<file path="config.mk">
export PLATFORM = sky130hd
export DESIGN_NAME = audio_sample_streamer
export DESIGN_NICKNAME = d
export VERILOG_FILES = /design/src/rtl/audio_sample_streamer.sv
export SDC_FILE = /design/constraint.sdc
export NUM_CORES = 1
export LEC_CHECK = 0
export ABC_CLOCK_PERIOD_IN_PS = 5370
export CAP_MARGIN = 20
export CORE_MARGIN = 1
export CORE_UTILIZATION = 69
export DETAILED_ROUTE_END_ITERATION = 6
export DONT_BUFFER_PORTS = 1
export PLACE_DENSITY = 0.9
export SYNTH_ARGS = -nofsm -noshare
export SYNTH_HDL_FRONTEND = slang
export SYNTH_SLANG_ARGS = --single-unit
</file>
<file path="constraint.sdc">
create_clock -name clk -period 5.37 [get_ports clk]
set_clock_uncertainty 0.05 [all_clocks]
set_input_delay 1.074 -clock clk [delete_from_list [all_inputs] [get_ports clk]]
set_output_delay 1.074 -clock clk [all_outputs]
set_load 0.02 [all_outputs]
</file>
<file path="src/rtl/audio_sample_streamer.sv">
// Streams signed 8-bit audio samples out of packed 32-bit flash words, one per sample tick.
// Each word carries two samples in bytes [15:8] and [31:24]; playback may run forward or reverse.
module audio_sample_streamer #(
  parameter int unsigned        CLK_DIV  = 2273,
  parameter int unsigned        ADDR_W   = 23,
  parameter logic [ADDR_W-1:0]  END_ADDR = 23'h7FFFF
) (
  input  logic              clk,
  input  logic              reset_n,
  input  logic              play,
  input  logic              dir_fwd,
  input  logic              restart,
  output logic              flash_read,
  output logic [ADDR_W-1:0] flash_address,
  input  logic              flash_waitrequest,
  input  logic [31:0]       flash_readdata,
  input  logic              flash_readdatavalid,
  output logic [7:0]        audio,
  output logic              audio_valid
);

  localparam int unsigned CntW = (CLK_DIV > 1) ? $clog2(CLK_DIV) : 1;

  typedef enum logic [2:0] {
    StIdle,
    StReq,
    StWaitData,
    StFirstWait,
    StFirstOut,
    StSecondWait,
    StSecondOut,
    StNextAddr
  } state_e;

  state_e            state_q, state_d;
  logic [CntW-1:0]   cnt_q, cnt_d;
  logic [ADDR_W-1:0] addr_q, addr_d;
  logic [15:0]       samp_q, samp_d;  // {byte [31:24], byte [15:8]} of the fetched word
  logic [7:0]        audio_q, audio_d;
  logic              fwd_q, fwd_d;
  logic              pend_q, pend_d;
  logic              tick;
  logic [ADDR_W-1:0] restart_addr;

  // The low byte of each 16-bit half never reaches the output.
  logic unused_rdata;
  assign unused_rdata = ^{flash_readdata[23:16], flash_readdata[7:0]};

  assign tick         = (cnt_q == CntW'(CLK_DIV - 1));
  assign restart_addr = dir_fwd ? '0 : END_ADDR;

  always_comb begin
    cnt_d       = tick ? '0 : cnt_q + 1'b1;
    state_d     = state_q;
    addr_d      = addr_q;
    samp_d      = samp_q;
    audio_d     = audio_q;
    fwd_d       = fwd_q;
    pend_d      = pend_q | (restart && (state_q != StIdle));
    flash_read  = 1'b0;
    audio_valid = 1'b0;

    unique case (state_q)
      StIdle: begin
        if (restart) addr_d = restart_addr;
        if (play) state_d = StReq;
      end
      StReq: begin
        flash_read = 1'b1;
        if (!flash_waitrequest) state_d = StWaitData;
      end
      StWaitData: begin
        if (flash_readdatavalid) begin
          samp_d  = {flash_readdata[31:24], flash_readdata[15:8]};
          state_d = StFirstWait;
        end
      end
      StFirstWait: begin
        if (tick && play) begin
          // Byte order for the whole word is fixed by the direction seen here.
          fwd_d   = dir_fwd;
          audio_d = dir_fwd ? samp_q[7:0] : samp_q[15:8];
          state_d = StFirstOut;
        end
      end
      StFirstOut: begin
        audio_valid = 1'b1;
        state_d     = StSecondWait;
      end
      StSecondWait: begin
        if (tick && play) begin
          audio_d = fwd_q ? samp_q[15:8] : samp_q[7:0];
          state_d = StSecondOut;
        end
      end
      StSecondOut: begin
        audio_valid = 1'b1;
        state_d     = StNextAddr;
      end
      StNextAddr: begin
        if (pend_q || restart) begin
          addr_d = restart_addr;
          pend_d = 1'b0;
        end else if (dir_fwd) begin
          addr_d = (addr_q == END_ADDR) ? '0 : addr_q + 1'b1;
        end else begin
          addr_d = (addr_q == '0) ? END_ADDR : addr_q - 1'b1;
        end
        state_d = play ? StReq : StIdle;
      end
      default: state_d = StIdle;
    endcase
  end

  always_ff @(posedge clk) begin
    if (!reset_n) begin
      state_q <= StIdle;
      cnt_q   <= '0;
      addr_q  <= '0;
      samp_q  <= '0;
      audio_q <= '0;
      fwd_q   <= 1'b1;
      pend_q  <= 1'b0;
    end else begin
      state_q <= state_d;
      cnt_q   <= cnt_d;
      addr_q  <= addr_d;
      samp_q  <= samp_d;
      audio_q <= audio_d;
      fwd_q   <= fwd_d;
      pend_q  <= pend_d;
    end
  end

  assign flash_address = addr_q;
  assign audio         = audio_q;

endmodule

</file>
==> impl_metrics.py, run 1 <==
metrics = {
    "finish": {
        "fillers": 380,
        "fin_area_um2": 3970,
        "nets": 534,
        "num_antenna_cells": 0,
        "utilization_pct": 75.8,
        "area_growth_pct": 3.05,
        "final_layout_size_suffix_gt1_share_pct": 4.68,
    },
    "power": {
        "ir_worst_vdd_v": 0.000358,
        "p_per_area_nw_per_um2": 414,
        "leakage_nw": 1.40,
    },
    "die": {
        "die_area_um2": 5880,
        "dieWidth_um": 76.7,
        "rows": 26,
        "boundaryPins": 72,
        "start_util_pct": 73.5,
        "core_area_um2": 5240,
        "chipHeight_um": 76.7,
    },
    "detailed_routing": {
        "avgViaCountPerCell": 6.66,
        "num_vias": 3735,
        "drt_iter0_drc": 512,
        "drt_pass1_iterations": 5,
        "wl_per_cell_um": 17.7,
        "routed_wl_um": 9920,
        "ant_nets": 0,
        "drc_errors": 0,
    },
    "critical_path": {
        "cpPeakStageDelay_ns": 0.63,
        "crit_family": "simple AND/OR/NAND/NOR gates",
        "reg2reg_slack_ns": 2.41,
        "r2r-start": "flash_address[0]",
        "cp_cell_sequence": "ha_1, nand3_1, nor3_2, and3_1, or2_1, o21ai_0, a211o_1",
        "crit_cells": 7,
        "crit_fanout": 10,
        "slowest_stage": "dfxtp_1",
        "cp-end-kind": "flop",
        "critPathRequiredTime_ns": 5.56,
        "r2r_end": "flash_address[5]",
        "cp.buffers_inverters": 0,
        "r2r_cells": 7,
        "cp-start-kind": "flop",
        "critPathKind": "flop to flop",
        "worstPathArrival_ns": 3.15,
    },
    "clocking": {
        "cts_setup_buffers": 0,
        "cts_buffer_depth": 2,
        "cts_resized": 0,
        "cts_max_level": 3,
        "ctsHoldBuffers": 0,
        "clk_pin_slew_ns": 0.08,
        "cts_buffers": 9,
        "numClockSinks": 64,
        "cts_tree": "built",
        "ctsRootBufferMaster": "clkbuf_8",
        "insertion_delay_ns": 0.35,
    },
    "logic_synthesis": {
        "synth_common_cells": "71 x nand2_1, 64 x dfxtp_1, 45 x a21oi_1, 45 x nor2_1, 25 x nor3_1",
        "synth_flop_cell": "dfxtp_1",
        "synth_area_leaders": "dfxtp_1 33%, nand2_1 6.9%, a21oi_1 5.8%",
        "avgSynthCellArea_um2": 7.60,
        "ys_ff_latch": 64,
        "postSynth.asyncResetShare_pct": 0,
        "synth_top_area_share_pct": 33.3,
        "yosysWarningCount": 0,
        "synthCells": 507,
        "synth.most_common_cell": "nand2_1",
        "netlist.top_cell.by_area": "dfxtp_1",
        "syn_nets": 555,
        "synth.yosys.seq_area_share_pct": 33.3,
        "syn_area_um2": 3850,
        "synth_cell_types": 57,
        "synth-edff-count": 0,
    },
    "timing": {
        "timing.fmax_ghz": 0.338,
        "rsz0062_at_grt": "no",
        "worst_slew_pin_slew_ns": 1.07,
        "timing.hold.ws_ns": 0.407,
        "tns_ns": 0,
        "slew-limit-headroom_pct": 28.3,
        "post-route-period-util_pct": 55.0,
        "post-route-min-period_ns": 2.96,
        "setup_viol": 0,
        "hold_viol": 0,
        "maxSlewViolCount": 0,
        "final.setup.worst_slack_ns": 2.41,
    },
    "min_path": {
        "hp-start": "samp_q[13]",
        "whs_path_depth": 2,
        "whs_endpoint": "samp_q[13]",
        "hp-class": "flop to flop",
    },
    "place": {
        "dp_hpwl_um": 6720,
        "place_ws_ns": 2.45,
        "gp_congestion": 0.919,
        "post_dp_cell_area_um2": 3790,
        "io_buffers": 0,
    },
    "grt": {
        "grt_pass1_wl_um": 16100,
        "grt_max_degree": 38,
        "grt_usage_pct": 34.3,
        "grt_pass1_vias": 3441,
        "grt_overflow": 0,
        "grt_antenna_before_repair": 0,
    },
    "flow_run": {
        "cap_violations": 0,
    },
    "outcome": {
        "outcome": "finished, final reports clean",
    },
}
[layout by cell type (no fill, tap or decap), types with 4 or more instances in the layout]
master | Yosys | layout
nor2_1 | 45 | 45
dfxtp_1 | 64 | 64
o21ai_0 | 19 | 19
and4_1 | 4 | 4
a211oi_1 | 12 | 12
inv_1 | 16 | 16
nand3_1 | 17 | 17
nor4_1 | 7 | 7
nand2_1 | 71 | 71
or3_1 | 6 | 6
and2_1 | 5 | 5
a21oi_1 | 45 | 45
a31oi_1 | 6 | 6
o22a_1 | 4 | 4
nor3_1 | 25 | 25
clkbuf_8 | 0 | 9
xor2_1 | 11 | 11
o22ai_1 | 8 | 8
and3_1 | 12 | 12
ha_1 | 9 | 9
xnor2_1 | 14 | 14
nand4_1 | 10 | 10
o221ai_1 | 5 | 5
mux2i_1 | 10 | 10
[per-layer routing]
metal / vias up / track usage, % / routed length, um
li1: 1788 / - / -
met1: 1718 / 41.2 / 4100
met2: 192 / 55.1 / 4620
met3: 37 / 10.7 / 871
met4: 0 / 16.9 / 320
met5: - / 0 / 0
[stage by stage]
step                      power, mW  std cells
after floorplan                1.16        507
after global placement         1.24        544
after detailed placement       1.26        544
after CTS                      1.63        560
after global routing           1.73        561
final                          1.64        561
[kinds of logic (layout without fill, tap and decap cells)]
logic type | Yosys count | in the layout | synth area share (%)
DFF | 64 | 64 | 33.3
muxes | 10 | 10 | 2.60
AOI/OAI and AO/OA | 125 | 125 | 20.4
and+or+nand+nor | 223 | 223 | 29.5
adders and majority gates | 9 | 9 | 2.92
buffers and inverters | 51 | 35 | 5.62
xor gates and xnor gates | 25 | 25 | 5.69
[power breakdown]
| part | internal, mW | switching, mW |
|---|---|---|
| Combinational | 0.232 | 0.348 |
| Sequential | 0.533 | 0.158 |
| Clock | 0.167 | 0.206 |
| Total | 0.932 | 0.712 |
[state kept, by name (all words and copies together), names as in the netlist]
name	cells
pend_q	1
fwd_q	1
audio	8
state_q	3
cnt_q	12
flash_address	23
samp_q	16
[layout make-up]
| class | instances | area, um2 | area share, % |
|---|---|---|---|
| clock buffers | 9 | 124 | 3.12 |
| clock inverters | 7 | 47.5 | 1.20 |
| inverters | 18 | 67.6 | 1.70 |
| multi-input cells | 392 | 2350 | 59.3 |
| flip-flops and latches | 64 | 1280 | 32.3 |
| well taps | 70 | 87.6 | 2.21 |
| repair buffers | 1 | 7.51 | 0.189 |
[tightest hold or removal path, cell delays in order, from the launching register on]
cell,delay (ns)
dfxtp_1,0.31
nand2_1,0.05
a21oi_1,0.05
[worst max path at each step]
stage                       endpoint             start
floorplan           flash_address[5]           dir_fwd
global placement    flash_address[3]           restart
finish              flash_address[5]  flash_address[0]
global route        flash_address[5]  flash_address[0]
CTS                 flash_address[5]  flash_address[0]
detailed placement  flash_address[5]  flash_address[0]
Note: power is estimated with default switching activity, not from simulation.
==> run 2: changes to the inputs <==
--- a/config.mk
+++ b/config.mk
@@ -5,13 +5,13 @@
 export SDC_FILE = /design/constraint.sdc
 export NUM_CORES = 1
 export LEC_CHECK = 0
-export ABC_CLOCK_PERIOD_IN_PS = 5370
+export ABC_CLOCK_PERIOD_IN_PS = 2700
 export CAP_MARGIN = 20
 export CORE_MARGIN = 1
-export CORE_UTILIZATION = 69
+export CORE_UTILIZATION = 58
 export DETAILED_ROUTE_END_ITERATION = 6
 export DONT_BUFFER_PORTS = 1
-export PLACE_DENSITY = 0.9
+export PLACE_DENSITY = 0.81
 export SYNTH_ARGS = -nofsm -noshare
 export SYNTH_HDL_FRONTEND = slang
 export SYNTH_SLANG_ARGS = --single-unit
==> constraint.sdc (replaced) <==
create_clock -name clk -period 2.7 [get_ports clk]
set_clock_uncertainty 0.05 [all_clocks]
set_input_delay 0.54 -clock clk [delete_from_list [all_inputs] [get_ports clk]]
set_output_delay 0.54 -clock clk [all_outputs]
set_load 0.02 [all_outputs]
==> run 2 against run 1 <==
  * Clock-buffer cell count unchanged
  * Register-to-register slack got worse by 2.1 ns
  * Via count increased by 5.2%
  * Routed wire length increased by 9.0%
  * Die area increased by 18%
  * Worst hold slack got worse by 0.19 ns
  * Sequential share of layout area decreased by 2.1 points
  * Total power increased by 120%
  * Global-route usage decreased by 2.7 points
  * Setup slack got worse by 2.1 ns
  * Clock power increased by 130%
  * Non-clock buffer count increased by 32
  * Critical path type unchanged
  * Largest power group is now combinational cells
==> impl_metrics.py, run 2 (synthesis results as in run 1) <==
metrics = {
    "clocking": {
        "ctsHoldBuffers": 0,
        "cts_buffer_depth": 2,
        "clk_pin_slew_ns": 0.09,
        "cts_resized": 0,
        "cts_setup_buffers": 0,
        "numClockSinks": 64,
        "ctsRootBufferMaster": "clkbuf_8",
        "cts_max_level": 3,
        "cts_tree": "built",
        "cts_buffers": 9,
        "insertion_delay_ns": 0.36,
    },
    "die": {
        "die_area_um2": 6970,
        "chipHeight_um": 83.5,
        "core_area_um2": 6390,
        "start_util_pct": 60.3,
        "rows": 29,
        "boundaryPins": 72,
        "dieWidth_um": 83.5,
    },
    "finish": {
        "final_common_cell": "nand2_1",
        "final_layout_size_suffix_gt1_share_pct": 10.5,
        "final_cell_mix": "71 x nand2_1, 64 x dfxtp_1, 45 x a21oi_1, 45 x nor2_1, 33 x buf_4",
        "num_antenna_cells": 0,
        "nets": 566,
        "largest_reg_flops": 23,
        "area_growth_pct": 10.3,
    },
    "critical_path": {
        "startpoint": "flash_address[0]",
        "crit_fanout": 10,
        "endpoint": "flash_address[5]",
        "critPathRequiredTime_ns": 2.90,
        "r2r_end": "flash_address[5]",
        "r2r_cells": 7,
        "slowest_stage": "dfxtp_1",
        "r2r-start": "flash_address[0]",
        "reg2reg_slack_ns": 0.30,
        "cpPeakStageDelay_ns": 0.48,
        "worstPathArrival_ns": 2.60,
        "cp-start-kind": "flop",
        "cp.buffers_inverters": 0,
        "cp-end-kind": "flop",
        "critPathKind": "flop to flop",
        "crit_cells": 7,
        "cp_cell_sequence": "ha_1, nand3_1, nor3_2, and3_1, or2_1, o21ai_0, a211o_1",
        "crit_family": "simple AND/OR/NAND/NOR gates",
    },
    "timing": {
        "timing.fmax_ghz": 0.416,
        "maxSlewViolCount": 0,
        "slew-limit-headroom_pct": 58.5,
        "post-route-period-util_pct": 88.9,
        "hold_viol": 0,
        "rsz0062_at_grt": "no",
        "worst_slew_pin_slew_ns": 0.620,
        "timing.hold.ws_ns": 0.222,
        "tns_ns": 0,
        "setup_viol": 0,
        "post-route-min-period_ns": 2.40,
    },
    "power": {
        "power.switching_mw": 1.48,
        "p_sw_share_pct": 41.4,
        "leakage_nw": 1.57,
        "p_clk_share_pct": 24.2,
        "p_per_area_nw_per_um2": 841,
        "p_int_mw": 2.09,
        "ir_worst_vdd_v": 0.000526,
        "combPwrFrac_pct": 40.4,
        "p_seq_share_pct": 35.3,
    },
    "detailed_routing": {
        "routed_wl_um": 10800,
        "num_vias": 3931,
        "drc_errors": 0,
        "drt_iter0_drc": 346,
        "ant_nets": 0,
        "wl_per_cell_um": 18.0,
        "avgViaCountPerCell": 6.55,
        "drt_pass1_iterations": 6,
    },
    "grt": {
        "grt_overflow": 0,
        "grt_pass1_vias": 3738,
        "grt_antenna_before_repair": 0,
        "grt_pass1_wl_um": 17700,
        "grt_usage_pct": 31.6,
        "grt_max_degree": 27,
    },
    "place": {
        "io_buffers": 0,
        "gp_congestion": 1.01,
        "dp_hpwl_um": 7600,
    },
    "outcome": {
        "outcome": "finished, final reports clean",
    },
    "min_path": {
        "hp-class": "primary input to flop",
    },
    "flow_run": {
        "cap_violations": 0,
    },
}
-- run 2: worst min path at each step --
stage | startpoint | to | slack [ns] | depth (start not counted)
floorplan | samp_q[0] | samp_q[0] | 0.39 | 2
global placement | samp_q[10] | samp_q[10] | 0.39 | 2
detailed placement | samp_q[13] | samp_q[13] | 0.40 | 2
CTS | dir_fwd | flash_address[10] | 0.22 | 1
global route | dir_fwd | flash_address[10] | 0.21 | 1
finish | dir_fwd | flash_address[10] | 0.22 | 1
-- run 2: routing by layer --
metal  GRT usage [%]  part of all wire (%)  up-vias
met5               0                     0        -
met1            37.9                    39     1824
li1                -                     -     1843
met4            16.3                   3.9        0
met3            8.41                    11       45
met2            51.9                    47      219
-- run 2: per-stage QoR --
stage               total power [mW]  worst slack (ns)  instances  util [%]  area (um2)
floorplan                       2.31             0.324        507         -        3850
global placement                2.63             0.374        584      63.4        4050
detailed placement              2.68             0.341        584      63.4        4050
CTS                             3.55             0.311        600      66.5        4250
global route                    3.77             0.140        600      66.5        4250
finish                          3.57             0.299        600      66.5        4250
-- run 2: power by group through the flow --
stage | Sequential [mW] | Clock (mW) | Combinational [mW]
6_report | 1.26 | 0.865 | 1.44
5_1_grt | 1.29 | 0.916 | 1.57
4_1_cts | 1.26 | 0.871 | 1.42
3_5_place_dp | 1.28 | 0 | 1.40
3_3_place_gp | 1.27 | 0 | 1.36
2_1_floorplan | 1.25 | 0 | 1.06
-- run 2: worst reg2reg max path, cell delays in order, from the launching register on --
cell and delay [ns]:
dfxtp_1 0.48, ha_1 0.24, nand3_1 0.16, nor3_2 0.27
and3_1 0.27, or2_1 0.36, o21ai_0 0.16, a211o_1 0.31
-- run 2: cell type report --
type	instances	area (um2)
multi-input cells	392	2350
fillers	545	2140
inverters	18	67.6
repair buffers	33	248
clock inverters	7	78.8
clock buffers	9	124
well taps	77	96.3
flip-flops and latches	64	1280
